File: config.mk
export PLATFORM = sky130hd
export DESIGN_NAME = quad_encoder_emulator
export DESIGN_NICKNAME = d
export VERILOG_FILES = /design/src/rtl/quad_encoder_emulator.sv
export SDC_FILE = /design/constraint.sdc
export NUM_CORES = 1
export LEC_CHECK = 0
export CAP_MARGIN = 20
export CORE_MARGIN = 1.5
export CORE_UTILIZATION = 64
export DETAILED_ROUTE_END_ITERATION = 16
export DONT_BUFFER_PORTS = 1
export GPL_ROUTABILITY_DRIVEN = 0
export PLACE_DENSITY = 0.83
export SLEW_MARGIN = 20
export SYNTH_ARGS = -nofsm -noshare
export SYNTH_HDL_FRONTEND = slang
export SYNTH_SLANG_ARGS = --single-unit
File: constraint.sdc
create_clock -name CLK -period 4.1 [get_ports CLK]
set_input_delay 0.615 -clock CLK [delete_from_list [all_inputs] [get_ports CLK]]
set_output_delay 0.615 -clock CLK [all_outputs]
set_load 0.02 [all_outputs]
File: src/rtl/quad_encoder_emulator.sv
// Quadrature encoder emulator: turns direction/step-count/edge-period commands
// into Gray-code CHN_A/CHN_B transitions and tracks the emulated shaft position.
module quad_encoder_emulator #(
  parameter int CNT_PER_REV = 1200,
  parameter int STEPS_W     = 16,
  parameter int DIV_W       = 16,
  localparam int POS_W      = $clog2(CNT_PER_REV)
) (
  input  logic               CLK,
  input  logic               RST,
  input  logic               CMD_VALID,
  output logic               CMD_READY,
  input  logic               CMD_DIR,
  input  logic [STEPS_W-1:0] CMD_STEPS,
  input  logic [DIV_W-1:0]   CMD_DIV,
  input  logic               ABORT,
  output logic               CHN_A,
  output logic               CHN_B,
  output logic               INDEX,
  output logic [POS_W-1:0]   POSITION,
  output logic               BUSY,
  output logic               DONE
);

  typedef enum logic {
    ST_IDLE = 1'b0,
    ST_RUN  = 1'b1
  } state_t;

  localparam logic [POS_W-1:0]   POS_ZERO   = {POS_W{1'b0}};
  localparam logic [POS_W-1:0]   POS_ONE    = POS_W'(1);
  localparam logic [POS_W-1:0]   POS_MAX    = POS_W'(CNT_PER_REV - 1);
  localparam logic [DIV_W-1:0]   DIV_ZERO   = {DIV_W{1'b0}};
  localparam logic [DIV_W-1:0]   DIV_ONE    = DIV_W'(1);
  localparam logic [STEPS_W-1:0] STEPS_ZERO = {STEPS_W{1'b0}};
  localparam logic [STEPS_W-1:0] STEPS_ONE  = STEPS_W'(1);

  // {B,A} Gray sequence: CW 00->10->11->01, CCW the reverse.
  function automatic logic [1:0] next_phase(input logic [1:0] ph, input logic dir);
    logic [1:0] res;
    case (ph)
      2'b00:   res = dir ? 2'b01 : 2'b10;
      2'b10:   res = dir ? 2'b00 : 2'b11;
      2'b11:   res = dir ? 2'b10 : 2'b01;
      2'b01:   res = dir ? 2'b11 : 2'b00;
      default: res = 2'b00;
    endcase
    return res;
  endfunction

  function automatic logic [POS_W-1:0] next_pos(input logic [POS_W-1:0] pos, input logic dir);
    logic [POS_W-1:0] res;
    if (dir) begin
      res = (pos == POS_ZERO) ? POS_MAX : pos - POS_ONE;
    end else begin
      res = (pos == POS_MAX) ? POS_ZERO : pos + POS_ONE;
    end
    return res;
  endfunction

  state_t             state_r, state_s;
  logic               dir_r, dir_s;
  logic [STEPS_W-1:0] rem_r, rem_s;
  logic [DIV_W-1:0]   div_r, div_s;
  logic [DIV_W-1:0]   cnt_r, cnt_s;
  logic [1:0]         phase_r, phase_s;
  logic [POS_W-1:0]   pos_r, pos_s;
  logic               index_r, index_s;
  logic               done_r, done_s;
  logic               ready_r, ready_s;
  logic               busy_r, busy_s;
  logic               at_edge_s;
  logic [1:0]         phase_adv_s;
  logic [POS_W-1:0]   pos_adv_s;

  // Next-state, datapath and registered-output decode.
  always_comb begin
    state_s     = state_r;
    dir_s       = dir_r;
    rem_s       = rem_r;
    div_s       = div_r;
    cnt_s       = cnt_r;
    phase_s     = phase_r;
    pos_s       = pos_r;
    done_s      = 1'b0;
    at_edge_s   = (cnt_r == (div_r - DIV_ONE));
    phase_adv_s = next_phase(phase_r, dir_r);
    pos_adv_s   = next_pos(pos_r, dir_r);

    case (state_r)
      ST_IDLE: begin
        if (CMD_VALID && ready_r) begin
          dir_s = CMD_DIR;
          rem_s = CMD_STEPS;
          div_s = (CMD_DIV == DIV_ZERO) ? DIV_ONE : CMD_DIV;
          cnt_s = DIV_ZERO;
          if (CMD_STEPS == STEPS_ZERO) begin
            done_s = 1'b1;
          end else begin
            state_s = ST_RUN;
          end
        end else begin
          state_s = ST_IDLE;
        end
      end
      ST_RUN: begin
        // A final edge wins over ABORT; any other edge is suppressed by it.
        if (at_edge_s && (rem_r == STEPS_ONE)) begin
          phase_s = phase_adv_s;
          pos_s   = pos_adv_s;
          rem_s   = STEPS_ZERO;
          cnt_s   = DIV_ZERO;
          done_s  = 1'b1;
          state_s = ST_IDLE;
        end else if (ABORT) begin
          rem_s   = STEPS_ZERO;
          cnt_s   = DIV_ZERO;
          state_s = ST_IDLE;
        end else if (at_edge_s) begin
          phase_s = phase_adv_s;
          pos_s   = pos_adv_s;
          rem_s   = rem_r - STEPS_ONE;
          cnt_s   = DIV_ZERO;
        end else begin
          cnt_s = cnt_r + DIV_ONE;
        end
      end
      default: begin
        state_s = ST_IDLE;
      end
    endcase

    index_s = (pos_s == POS_ZERO);
    ready_s = (state_s == ST_IDLE);
    busy_s  = (state_s == ST_RUN);
  end

  // State and output registers.
  always_ff @(posedge CLK or posedge RST) begin
    if (RST) begin
      state_r <= ST_IDLE;
      dir_r   <= 1'b0;
      rem_r   <= STEPS_ZERO;
      div_r   <= DIV_ONE;
      cnt_r   <= DIV_ZERO;
      phase_r <= 2'b00;
      pos_r   <= POS_ZERO;
      index_r <= 1'b1;
      done_r  <= 1'b0;
      ready_r <= 1'b1;
      busy_r  <= 1'b0;
    end else begin
      state_r <= state_s;
      dir_r   <= dir_s;
      rem_r   <= rem_s;
      div_r   <= div_s;
      cnt_r   <= cnt_s;
      phase_r <= phase_s;
      pos_r   <= pos_s;
      index_r <= index_s;
      done_r  <= done_s;
      ready_r <= ready_s;
      busy_r  <= busy_s;
    end
  end

  assign CHN_A     = phase_r[0];
  assign CHN_B     = phase_r[1];
  assign POSITION  = pos_r;
  assign INDEX     = index_r;
  assign DONE      = done_r;
  assign CMD_READY = ready_r;
  assign BUSY      = busy_r;

endmodule

## Word-level counts from Yosys, hierarchy flattened

Index checks and enable logic that the tools add are counted.
W data, S select, Z words.

| storage, ports and cells | value |
|---|---|
| bits in writable memories | 0 |
| latch bits | 0 |
| memory bits (read-only) | 0 |
| input bits | 37 |
| flip-flop bits (word level) | 66 |
| word-level logic and storage cells | 72 |
| memories kept | 0 |
| output and inout bits | 17 |

| cells by class | value |
|---|---|
| $mul | 0 |
| mux-type cells | 35 |
| shift operators | 0 |
| reduce and logical (&&, ||, !) cells | 11 |
| add/subtract/negate cells | 5 |
| divide/modulo/power cells | 0 |
| eq/ne operators | 9 |
| magnitude comparators | 0 |
| bitwise operators | 2 |

Operators with widths:

| cell | count |
|---|---|
| $mux W16 | 9 |
| $mux W11 | 7 |
| $pmux W16 S2 | 2 |
| $logic_not A16 Y1 | 2 |
| $sub A16 B1 Y16 const B | 2 |
| $logic_not A11 Y1 | 2 |
| $add A16 B1 Y16 const B | 1 |
| $eq A16 B1 Y1 const B | 1 |
| $eq A16 B16 Y1 | 1 |
| $mux W2 | 7 |
| $add A11 B1 Y11 const B | 1 |
| $eq A11 B11 Y1 const B | 1 |
| $sub A11 B1 Y11 const B | 1 |
| $pmux W2 S4 | 1 |
| $mux W1 | 7 |
| $eq A2 B2 Y1 const B | 2 |
| $ne A4 B2 Y1 const B | 1 |
| $pmux W1 S2 | 2 |
| $reduce_and A2 Y1 | 2 |
| $reduce_and A3 Y1 | 1 |
| $eq A2 B1 Y1 const B | 1 |
| $logic_and A1 B1 Y1 | 2 |
| $logic_not A2 Y1 | 1 |
| $ne A2 B1 Y1 const B | 1 |
| other kinds (3) | 4 |

## Longest topological paths before layout

| depth | value |
|---|---|
| depth in word-level cells | 8 |
| gate-level depth with buffers | 12 |
| depth with buffers taken out | 11 |

## Worst setup path before layout

OpenSTA, ideal clock, no wires.

| path | value |
|---|---|
| path type | register -> register |
| from | reg div_r[0] |
| to | reg index_r (netlist: INDEX) |
| slack | 0.346 ns |
| setup time | 0.088 ns |
| path buffers | 1 |
| required time | 4.012 ns |
| cell stages (with the launch flop) | 13 |
| arrival | 3.667 ns |
| period minus slack after synthesis | 3.754 ns |
| cells stage by stage | dfstp_2 inv_1 ha_1 or4b_4 or3_1 a32o_1 a221o_1 or4_4 or2_4 buf_2 mux2i_1 or4_4 nor4b_4 |

| between the ends | value |
|---|---|
| cells in the longest elaborated chain, start to end | 7 |

Ends and longest elaborated chain:

| item | line | RTL |
|---|---|---|
| from (decl) | 64 | `logic [DIV_W-1:0] div_r, div_s;` |
| from (signal assigned) | 156 | `div_r <= div_s;` |
| $sub A16 B1 Y16 (*) | 86 | `at_edge_s = (cnt_r == (div_r - DIV_ONE));` |
| $eq A16 B16 Y1 (*) | 86 |  |
| $mux W11 | 119 | `end else if (at_edge_s) begin` |
| $mux W11 | 115 | `end else if (ABORT) begin` |
| $mux W11 (*) | 108 | `if (at_edge_s && (rem_r == STEPS_ONE)) begin` |
| $mux W11 (*) | 90 | `case (state_r)` |
| $logic_not A11 Y1 (*) | 133 | `index_s = (pos_s == POS_ZERO);` |
| via index_s | 68 | `logic index_r, index_s;` |
| to (signal assigned) | 160 | `index_r <= index_s;` |
| to (decl) | 68 |  |

Mark *: on every way through the listed nets, which the timed path passes. The rest lies on a longest branch.
A chain may end at the register's enable or synchronous reset.

## Worst setup path after layout

| path | value |
|---|---|
| from | reg div_r[1] |
| to | reg index_r (netlist: INDEX) |

| between the ends | value |
|---|---|
| cells in the longest elaborated chain, start to end | 7 |

Ends and longest elaborated chain:

| item | line | RTL |
|---|---|---|
| $sub A16 B1 Y16 (*) | 86 |  |
| $eq A16 B16 Y1 (*) | 86 |  |
| $mux W11 | 119 |  |
| $mux W11 | 115 |  |
| $mux W11 (*) | 108 |  |
| $mux W11 (*) | 90 |  |
| via pos_s[4] | 67 | `logic [POS_W-1:0] pos_r, pos_s;` |
| $logic_not A11 Y1 (*) | 133 |  |
| via index_s | 68 |  |

Marks and branches as above.

==> run_results.csv <==
group,metric,value,unit
global_route,grt_pass1_wl,16800,um
critical_path,critPathArrivalTime,4.18,ns
placement,post-place-cells,543,
route,drt-total-wl,9978,um
clock_tree,cts_setup_buffers,0,
clock_tree,cts_buffers,9,
layout,stdcell_count,559,
critical_path,reg2regPathDepth,11,
route,drtPass1Iterations,5,
die,fp.dieH,83.98,um
critical_path,critPathCapture,"INDEX",
synthesis,synth-edff-count,0,
clock_tree,root_buffer,"clkbuf_8",
synthesis,synth.net_count,523,
sta,rsz0062_at_grt,"no",
synthesis,syn_area,0.004197,mm2
clock_tree,cts_tree,"yes",
layout,diodes,0,
layout,drive_above_1_share,0.1120,
clock_tree,clockBufferDepth,2,
pwr,p_per_area,589.8,mW/mm2
die,dieArea,0.007052,mm2
critical_path,startpoint,"div_r[1]",
die,core_area,0.006350,mm2
critical_path,crit_path_start_kind,"register",
global_route,gr-usage-all-layers,0.2951,
die,start_util,0.6609,
sta,min_period,3.923,ns
route,vias_per_cell,6.707,
global_route,grt-ovfl-total,0,
layout,final_net_count,520,
critical_path,r2r_slack,0.18,ns
sta,timing.final.crit_share,0.9567,
synthesis,avgSynthCellArea,8.743,um2
global_route,grt_max_degree,48,
critical_path,cp-end-kind,"register",
sta,holdWs,0.2799,ns
clock_tree,hold_buffers,0,
sta,hold_viol,0,
sta,worst_pin_slew,0.9554,ns
route,routedWlPerCell,17.85,um
route,drtIter0Drc,334,
critical_path,cp_data_required_time,4.36,ns
critical_path,cp_max_fo,10,
synthesis,synth_cells,480,
die,die_w,83.98,um
synthesis,synth_cell_type_count,59,
critical_path,rr_endpoint,"INDEX",
sta,maxSlewViolCount,0,
synthesis,ys_ff_latch,66,
clock_tree,post_cts_resized,0,
clock_tree,clock-sinks,66,
placement,place.port_buffers,0,
flow_run,max_cap_viol_count,0,
sta,relSlewSlack,0.3613,
pwr,p_leak,0.001788,uW
pwr,peakVddDrop,0.4074,mV
clock_tree,clkLatencyLatePin,0.34,ns
layout,area_delta_synth_final,6.619,%
sta,tns,0,ns
placement,dpl.hpwl,7043,um
hold_path,hp-class,"in -> async",
route,route.detailed.drc,0,
die,rows,29,
route,antenna_left,0,
synthesis,synth_top_flop_cell,"dfrtp_1",
sta,max_freq,254.9,MHz
critical_path,r2r-start,"div_r[1]",
outcome,status,"finished, final reports clean",
global_route,grt_pass1_vias,3530,
critical_path,path_class,"reg -> reg",
sta,setup_viol,0,
clock_tree,cts_htree_levels,3,
die,ioPinCount,54,
synthesis,async_reset_ff_frac,1.000,
sta,finClkSkew,0.007941,ns
clock_tree,clkSlewWorstSetupHoldPaths,0.07,ns
route,num_vias,3749,
synthesis,ys_seq_area_frac,0.3945,
synthesis,ys_warn_count,0,
global_route,antenna_found_initial,0,
-- area by class of cell --
class	instances	area, um2
clock buffer	14	172.7
clock inverter	2	35.03
fill	477	1876
inverter	14	53.80
multi-input combinational	377	2394
sequential	66	1655
tap	77	96.34
timing repair buffer	9	67.56
-- cells in the final DEF, fill, tap and decap left out, types with 3 or more instances in the layout --
| master | count |
|---|---|
| mux2i_1 | 3 |
| or4_1 | 7 |
| and2_1 | 3 |
| or2_2 | 3 |
| ha_1 | 6 |
| nand2_1 | 33 |
| xor2_1 | 14 |
| o211ai_1 | 5 |
| inv_1 | 13 |
| nor3b_1 | 3 |
| buf_4 | 9 |
| o31ai_1 | 6 |
| dfrtp_1 | 63 |
| a22oi_1 | 6 |
| mux2_2 | 18 |
| and3_1 | 7 |
| xnor2_1 | 21 |
| nor2b_1 | 6 |
| o21ai_0 | 47 |
| or3_1 | 7 |
| dfstp_2 | 3 |
| a21oi_1 | 23 |
| nand2b_1 | 6 |
| a21o_1 | 3 |
| and4_1 | 3 |
| nand4_1 | 7 |
| nor2_1 | 49 |
| nor4_1 | 11 |
| nor3_1 | 26 |
| nand3_1 | 15 |
| clkbuf_8 | 12 |
| a31oi_1 | 5 |
-- cells in the mapped netlist, drive strengths merged, types with 3 or more instances --
cell	n	area share
nor2b	6	0.0089
a21o	3	0.0054
or2	4	0.0066
a21oi	23	0.027
or4	9	0.018
o211ai	5	0.0089
a22oi	6	0.011
nand2	33	0.030
mux2	18	0.048
nor3b	3	0.0054
dfrtp	63	0.38
nor4	11	0.016
o21ai	48	0.057
xnor2	21	0.044
xor2	14	0.029
and3	7	0.010
nand4	7	0.010
clkbuf	21	0.019
nor3	26	0.031
a31oi	5	0.0075
and2	3	0.0045
nand3	15	0.018
nand2b	6	0.0089
nor4b	3	0.0098
ha	6	0.018
and4	3	0.0063
o31ai	6	0.011
nor2	49	0.044
mux2i	3	0.0072
dfstp	3	0.019
or3	7	0.010
inv	14	0.013
-- metal layers --
layer | vias up | part of all wire | global-route usage
li1 | 1739 | - | -
met1 | 1779 | 0.43 | 0.4061
met2 | 198 | 0.46 | 0.4567
met3 | 33 | 0.078 | 0.05440
met4 | 0 | 0.033 | 0.1311
met5 | - | 0 | 0
-- power by group --
part           switching (uW)  internal (uW)
clock                     244            331
sequential                281            838
combinational             527            418
-- worst min-delay path by stage --
stage | start | endpoint | slack [ns] | cells after the start
global route | RST | phase_r[1] | 0.35 | 1
CTS | RST | phase_r[1] | 0.41 | 1
floorplan | rem_r[9] | rem_r[9] | 0.47 | 2
finish | RST | POSITION[5] | 0.28 | 1
global placement | rem_r[15] | rem_r[15] | 0.50 | 2
detailed placement | rem_r[9] | rem_r[9] | 0.51 | 2
-- metrics by stage --
| step | cell area, um2 | total power [uW] | setup WS, ns | util |
|---|---|---|---|---|
| 4_1_cts | 4473 | 2630 | 0.1835 | 0.7044 |
| 6_report | 4474 | 2639 | 0.1775 | 0.7046 |
| 5_1_grt | 4474 | 2814 | 0.05126 | 0.7046 |
| 2_1_floorplan | 4197 | 1815 | 0.3459 | - |
| 3_3_place_gp | 4265 | 2000 | 0.3257 | 0.6717 |
| 3_5_place_dp | 4265 | 2045 | 0.2484 | 0.6717 |
-- logic make-up after synthesis --
group,after synthesis,synth area share
AO/OA/AOI/OAI,115,0.1676
XOR/XNOR,35,0.07305
buffers and inverters,37,0.03518
multiplexers,21,0.05546
AND/OR/NAND/NOR,200,0.2564
flip-flops,66,0.3945
adder cells (fa/ha/maj),6,0.01789
-- sequential cells by signal (all words and copies together), names as in the netlist --
signal and cells:
cnt_r 16, BUSY 1, INDEX 1, phase_r 2, CMD_READY 1, rem_r 16, DONE 1, div_r 16
POSITION 11, dir_r 1
-- worst max-delay path, stage by stage (launching register included) --
cell and delay [ns]:
dfrtp_1 0.41, inv_1 0.07, ha_1 0.17, or4b_4 0.47
or3_1 0.36, a32o_1 0.20, a221o_1 0.35, or4_4 0.53
or2_4 0.31, o22a_1 0.21, or4_4 0.54, nor4b_4 0.21
No activity file was read; power rests on OpenSTA's default activity.
